<file path="config.mk">
export PLATFORM = sky130hd
export DESIGN_NAME = router_ctrl_fsm
export DESIGN_NICKNAME = d
export VERILOG_FILES = /design/src/rtl/router_ctrl_fsm.sv
export SDC_FILE = /design/constraint.sdc
export NUM_CORES = 1
export LEC_CHECK = 0
export ABC_AREA = 0
export CORE_UTILIZATION = 37
export DETAILED_ROUTE_END_ITERATION = 12
export GPL_ROUTABILITY_DRIVEN = 0
export GPL_TIMING_DRIVEN = 0
export PLACE_DENSITY = 0.76
export SLEW_MARGIN = 40
export SYNTH_ARGS = -nofsm -noshare
export SYNTH_HDL_FRONTEND = slang
export SYNTH_SLANG_ARGS = --single-unit
</file>
<file path="constraint.sdc">
create_clock -name clock -period 1.5 [get_ports clock]
set_input_delay 0.3 -clock clock [delete_from_list [all_inputs] [get_ports clock]]
set_output_delay 0.3 -clock clock [all_outputs]
set_load 0.01 [all_outputs]
</file>
<file path="src/rtl/router_ctrl_fsm.sv">
// rtl/router_ctrl_fsm.sv - 1x3 router packet-sequencing controller (Moore FSM)
// Optional WAIT_TILL_EMPTY timeout with drop pulse under `ROUTER_WAIT_TIMEOUT_EN.
module router_ctrl_fsm #(
    parameter int NUM_PORTS    = 3,
    parameter int ADDR_W       = 2,
    parameter int WAIT_TIMEOUT = 255
) (
    input  logic                 clock,
    input  logic                 resetn,
    input  logic                 pkt_valid,
    input  logic [ADDR_W-1:0]    data_in,
    input  logic                 fifo_full,
    input  logic [NUM_PORTS-1:0] fifo_empty,
    input  logic [NUM_PORTS-1:0] soft_reset,
    input  logic                 parity_done,
    input  logic                 low_pkt_valid,
    output logic [ADDR_W-1:0]    dest_addr,
    output logic                 detect_add,
    output logic                 lfd_state,
    output logic                 ld_state,
    output logic                 laf_state,
    output logic                 full_state,
    output logic                 rst_int_reg,
    output logic                 write_enb_reg,
    output logic                 busy,
    output logic                 timeout_drop
);

    typedef enum logic [2:0] {
        ST_DA  = 3'd0,
        ST_LFD = 3'd1,
        ST_LD  = 3'd2,
        ST_FFS = 3'd3,
        ST_LAF = 3'd4,
        ST_LP  = 3'd5,
        ST_CPE = 3'd6,
        ST_WTE = 3'd7
    } state_t;

    state_t            state_q, state_d;
    logic [ADDR_W-1:0] dest_addr_q, dest_addr_d;

    logic hdr_ok;
    logic hdr_empty;
    logic sel_empty;
    logic sel_soft;

    // Per-port flags are picked with a compare loop so address codes beyond
    // NUM_PORTS never index past the flag vectors.
    always_comb begin
        hdr_ok    = pkt_valid && (32'(data_in) < NUM_PORTS);
        hdr_empty = 1'b0;
        sel_empty = 1'b0;
        sel_soft  = 1'b0;
        for (int i = 0; i < NUM_PORTS; i++) begin
            if (data_in == ADDR_W'(i)) begin
                hdr_empty = fifo_empty[i];
            end
            if (dest_addr_q == ADDR_W'(i)) begin
                sel_empty = fifo_empty[i];
                sel_soft  = soft_reset[i];
            end
        end
    end

`ifdef ROUTER_WAIT_TIMEOUT_EN
    localparam int CNT_W = ($clog2(WAIT_TIMEOUT + 1) > 8) ? $clog2(WAIT_TIMEOUT + 1) : 8;

    logic [CNT_W-1:0] wait_cnt_q, wait_cnt_d;
    logic             timeout_drop_q, timeout_drop_d;
    logic             wait_expired;

    // The counter sits at zero outside WTE, so it is clear on every entry.
    assign wait_cnt_d   = (state_q == ST_WTE) ? (wait_cnt_q + 1'b1) : '0;
    assign wait_expired = ((32'(wait_cnt_q) + 32'd1) == 32'(WAIT_TIMEOUT));
    assign timeout_drop = timeout_drop_q;
`else
    logic unused_wait_timeout;

    assign unused_wait_timeout = (WAIT_TIMEOUT > 0);
    assign timeout_drop        = 1'b0;
`endif

    always_comb begin
        state_d     = state_q;
        dest_addr_d = dest_addr_q;
`ifdef ROUTER_WAIT_TIMEOUT_EN
        timeout_drop_d = 1'b0;
`endif
        case (state_q)
            ST_DA: begin
                if (hdr_ok) begin
                    dest_addr_d = data_in;
                    state_d     = hdr_empty ? ST_LFD : ST_WTE;
                end
            end
            ST_LFD: state_d = ST_LD;
            ST_LD: begin
                if (fifo_full) begin
                    state_d = ST_FFS;
                end else if (!pkt_valid) begin
                    state_d = ST_LP;
                end
            end
            ST_FFS: begin
                if (!fifo_full) begin
                    state_d = ST_LAF;
                end
            end
            ST_LAF: begin
                if (parity_done) begin
                    state_d = ST_DA;
                end else if (low_pkt_valid) begin
                    state_d = ST_LP;
                end else begin
                    state_d = ST_LD;
                end
            end
            ST_LP:  state_d = ST_CPE;
            ST_CPE: state_d = fifo_full ? ST_FFS : ST_DA;
            ST_WTE: begin
                if (sel_empty) begin
                    state_d = ST_LFD;
                end
`ifdef ROUTER_WAIT_TIMEOUT_EN
                else if (wait_expired) begin
                    state_d        = ST_DA;
                    timeout_drop_d = 1'b1;
                end
`endif
            end
            default: state_d = ST_DA;
        endcase

        // A soft reset on the selected port abandons the packet from any busy state.
        if ((state_q != ST_DA) && sel_soft) begin
            state_d = ST_DA;
`ifdef ROUTER_WAIT_TIMEOUT_EN
            timeout_drop_d = 1'b0;
`endif
        end
    end

    always_ff @(posedge clock or negedge resetn) begin
        if (!resetn) begin
            state_q     <= ST_DA;
            dest_addr_q <= '0;
`ifdef ROUTER_WAIT_TIMEOUT_EN
            wait_cnt_q     <= '0;
            timeout_drop_q <= 1'b0;
`endif
        end else begin
            state_q     <= state_d;
            dest_addr_q <= dest_addr_d;
`ifdef ROUTER_WAIT_TIMEOUT_EN
            wait_cnt_q     <= wait_cnt_d;
            timeout_drop_q <= timeout_drop_d;
`endif
        end
    end

    assign dest_addr     = dest_addr_q;
    assign detect_add    = (state_q == ST_DA);
    assign lfd_state     = (state_q == ST_LFD);
    assign ld_state      = (state_q == ST_LD);
    assign laf_state     = (state_q == ST_LAF);
    assign full_state    = (state_q == ST_FFS);
    assign rst_int_reg   = (state_q == ST_CPE);
    assign write_enb_reg = (state_q == ST_LD) || (state_q == ST_LAF) || (state_q == ST_LP);
    assign busy          = !((state_q == ST_DA) || (state_q == ST_LD));

endmodule
</file>
# Word-level counts from Yosys, hierarchy flattened
# Index checks and enable logic that the tools add are counted.
# classes
eq_ne	15
mux	20
order_cmp	1
reduce_logical	12
# op_table
cell	n
$mux W3	9
$pmux W3 S8	1
$eq A3 B3 Y1 const B	4
$mux W1	9
$eq A3 B2 Y1 const B	2
$eq A2 B1 Y1 const B	2
$eq A2 B2 Y1 const B	2
$logic_not A2 Y1	2
$ne A4 B3 Y1 const B	1
$reduce_and A4 Y1	1
$eq A3 B1 Y1 const B	1
$logic_not A3 Y1	1
$logic_or A1 B1 Y1	3
$ne A3 B1 Y1 const B	1
$ne A3 B2 Y1 const B	1
$ne A3 B3 Y1 const B	1
$reduce_bool A3 Y1	1
$logic_and A1 B1 Y1	2
$lt A2 B2 Y1 const B	1
$mux W2	1
$reduce_and A2 Y1	1
$logic_not A1 Y1	1
# word_totals
output_inout_bits	11
in_bits	14
register_bits	5

# Depth between registers and ports, before layout
# logic_depth
word_depth	8
mapped_depth	6

# Worst setup path before layout
# No wires, ideal clock.
# synth_path
path_type	register -> register
start	register state_q[0]
end	register state_q[0]
path_slack_ps	137
stages_incl_launch_ff	6
t_required_ps	1379
t_arrival_ps	1242
setup_ps	121
path_cell_list	dfrtp_1 -> or3_4 -> a21o_1 -> o21ai_2 -> nand4b_1 -> a21boi_1
# synth_between
elab_chain_len	4
# synth_rtl
element	line	rtl
from (decl)	40	state_t state_q, state_d;
from (signal assigned)	153	state_q <= state_d;
$reduce_bool A3 Y1	136	if ((state_q != ST_DA) && sel_soft) begin
$logic_and A1 B1 Y1	136	
$ne A4 B3 Y1 (no line), or another cell as far along	--	
$reduce_and A4 Y1 (no line)	--	
# Several ways; a longest one is shown, not always the timed one.
# A chain may end at the register's enable or synchronous reset.

# Worst setup path in the final report
# layout_path
start	register state_q[0]
end	output port detect_add
# layout_between
elab_chain_len	1
# layout_rtl
element	line	rtl
$logic_not A3 Y1	163	assign detect_add = (state_q == ST_DA);
to (decl)	18	output logic detect_add,
# Every way passes these cells.

==> results.cfg <==
[timing]
skew_ps = 1.321
fin_ws_ps = -4.539
finalCritPeriodShare_pct = 100.3
hold_violations = 0
setup_viol = 1
whs_ps = 280.2
finalMaxSlewViolations = 0
max_freq_mhz = 664.7
layout_min_cycle_time_ps = 1505
rsz0062_at_grt = yes

[synthesis]
synth_common_cells = 8 x nand2_1, 6 x nor2_1, 5 x dfrtp_1, 4 x a21oi_1, 4 x o21ai_0
syn_inst = 62
synth_top_area_share_pct = 25.84
synth.avg_cell_area_sq_um = 7.810
synth_top_area_cell = dfrtp_1
yosysMostFrequentCell = nand2_1
ys.flop_type = dfrtp_1
synth_area_leaders = dfrtp_1 26%, mux2i_1 6.2%, nand2_1 6.2%, nand3b_1 4.7%, nor2_1 4.7%
synth_edf_count = 0
seq_area_frac_synth_pct = 25.84
synth-async-reset-ratio_pct = 100.0
synth-seq-cells = 5
synth_area_sq_um = 484.2
syn_nets = 76
yosysWarningCount = 0
yosysUniqueCellTypes = 28

[clock_network]
clockRootBuffer = clkbuf_4
cts_buffers = 3
cts.sinks = 5
cts_tree = built
clockBufferDepth = 2
htreeDepth = 1
clock_latency_ps = 230
path_clk_slew_ps = 40

[flow_run]
max-cap-violations = 0

[run_status]
violations = setup timing
status = finished, violations left

[drt]
wl_per_cell_um = 12.10
final_antenna_net_count = 0
drtPass1Iterations = 5
via_per_inst = 5.157
vias = 557
first_iter_violations = 13
routed_wl_um = 1307
drc = 0

[global_routing]
grt_pass1_wl_um = 2049
grt_start_max_net_pins = 11
grt_pass1_vias = 493
grt_util_all_layers_pct = 20.12
antenna_found_initial = 0
overflow = 0

[die]
boundaryPins = 25
fp.dieW_um = 38.18
std_cell_rows = 12
core_area_sq_um = 1156
die_height_um = 38.18
start_util_pct = 41.88
dieArea_sq_um = 1457

[critical_path]
critPathKind = reg -> out
cp.arrival_ps = 1200
crit_required_ps = 1200
crit_path_max_fanout = 3
critPathCaptureType = output port
crit_path_start_kind = flop

[final_layout]
diodes = 0
seqCellArea_sq_um = 130.1
fin_util_pct = 69.05
nets = 109
n_fill_cell = 88
drive_above_1_share_pct = 31.91
multi_input_area_sq_um = 345.3
areaGrowthSynthToFinish_pct = 64.86

[place]
dpl.hpwl_um = 960.6
port_buffers = 23

[pwr]
max-vdd-ir-drop_v = 0.001100
power_density_nw_per_um2 = 1891
leakagePower_nw = 0.3808

[worst_hold_path]
hold_path.class = in -> async
placed cells by master (no fill, tap or decap), types with 4 or more instances in the layout:
| master | n |
|---|---|
| clkdlybuf4s50_1 | 11 |
| nand2_1 | 8 |
| buf_4 | 7 |
| nor2_1 | 6 |
| o21ai_0 | 4 |
| a21oi_1 | 4 |
| dfrtp_2 | 4 |
critical path, stage by stage (launching register included):
cell     delay (ps)
dfrtp_2         410
or3_4           400
inv_4            70
buf_6            90
repair_timing:
action                                 CTS  global route
pin swaps                                1             0
buffers inserted                         5             0
cloned                                   0             0
endpoints found under the hold margin    0             0
resized for setup                       39             7
setup endpoints to repair               11             7
hold buffers                             0             0
flip-flops by register name (all words and copies together), names as in the netlist:
name	cells
dest_addr	2
state_q	3
report_power, final:
part / internal, mW / switching [mW]
Combinational: 0.565 / 0.489
Clock: 0.100 / 0.0465
Sequential: 0.214 / 0.0953
layout make-up:
cell class	count	area share (%)
flip-flops and latches	5	16.30
multi-input cells	51	43.26
well taps	14	2.194
clock buffers	4	3.292
inverters	3	1.724
repair buffers	28	29.94
plain buffers	3	3.292
worst paths after layout:
kind,from,end,slack [ps],depth (start not counted)
setup / recovery,state_q[0]$_DFFE_PN0P_,detect_add,-5,3
hold / removal,resetn,state_q[2]$_DFFE_PN0P_,280,1
setup reg to reg,state_q[0]$_DFFE_PN0P_,state_q[0]$_DFFE_PN0P_,80,5
hold reg to reg,dest_addr[1]$_DFFE_PN0P_,dest_addr[1]$_DFFE_PN0P_,580,1
max in group asynchronous,resetn,dest_addr[1]$_DFFE_PN0P_,1020,1
min in group clock,dest_addr[1]$_DFFE_PN0P_,dest_addr[1]$_DFFE_PN0P_,580,1
metrics by stage:
step / worst slack (ps) / setup TNS, ps / power [mW] / instances / cell area, sq um
floorplan: 137.3 / 0 / 0.8550 / 62 / 484.2
global placement: -260.6 / -1770 / 1.239 / 99 / 732.0
detailed placement: -268.5 / -1868 / 1.248 / 99 / 732.0
CTS: -19.31 / -19.31 / 1.484 / 108 / 799.5
global route: -43.22 / -55.40 / 1.617 / 108 / 798.3
finish: -4.539 / -4.539 / 1.510 / 108 / 798.3
cell families (layout without fill, tap and decap cells):
logic type / Yosys count / after routing / synth area share (%)
muxes: 3 / 3 / 6.202
and+or+nand+nor: 28 / 28 / 32.56
buffers and inverters: 6 / 38 / 6.458
AOI/OAI and AO/OA: 19 / 19 / 28.17
other: 1 / 1 / 0.7745
DFF: 5 / 5 / 25.84
per-layer routing:
metal / vias to the layer above / wire (um) / global-route usage [%]
li1: 290 / - / -
met1: 251 / 656 / 28.73
met2: 16 / 605 / 32.20
met3: 0 / 45 / 0
met4: 0 / 0 / 8.036
met5: - / 0 / 0
Note: power is estimated with default switching activity, not from simulation.
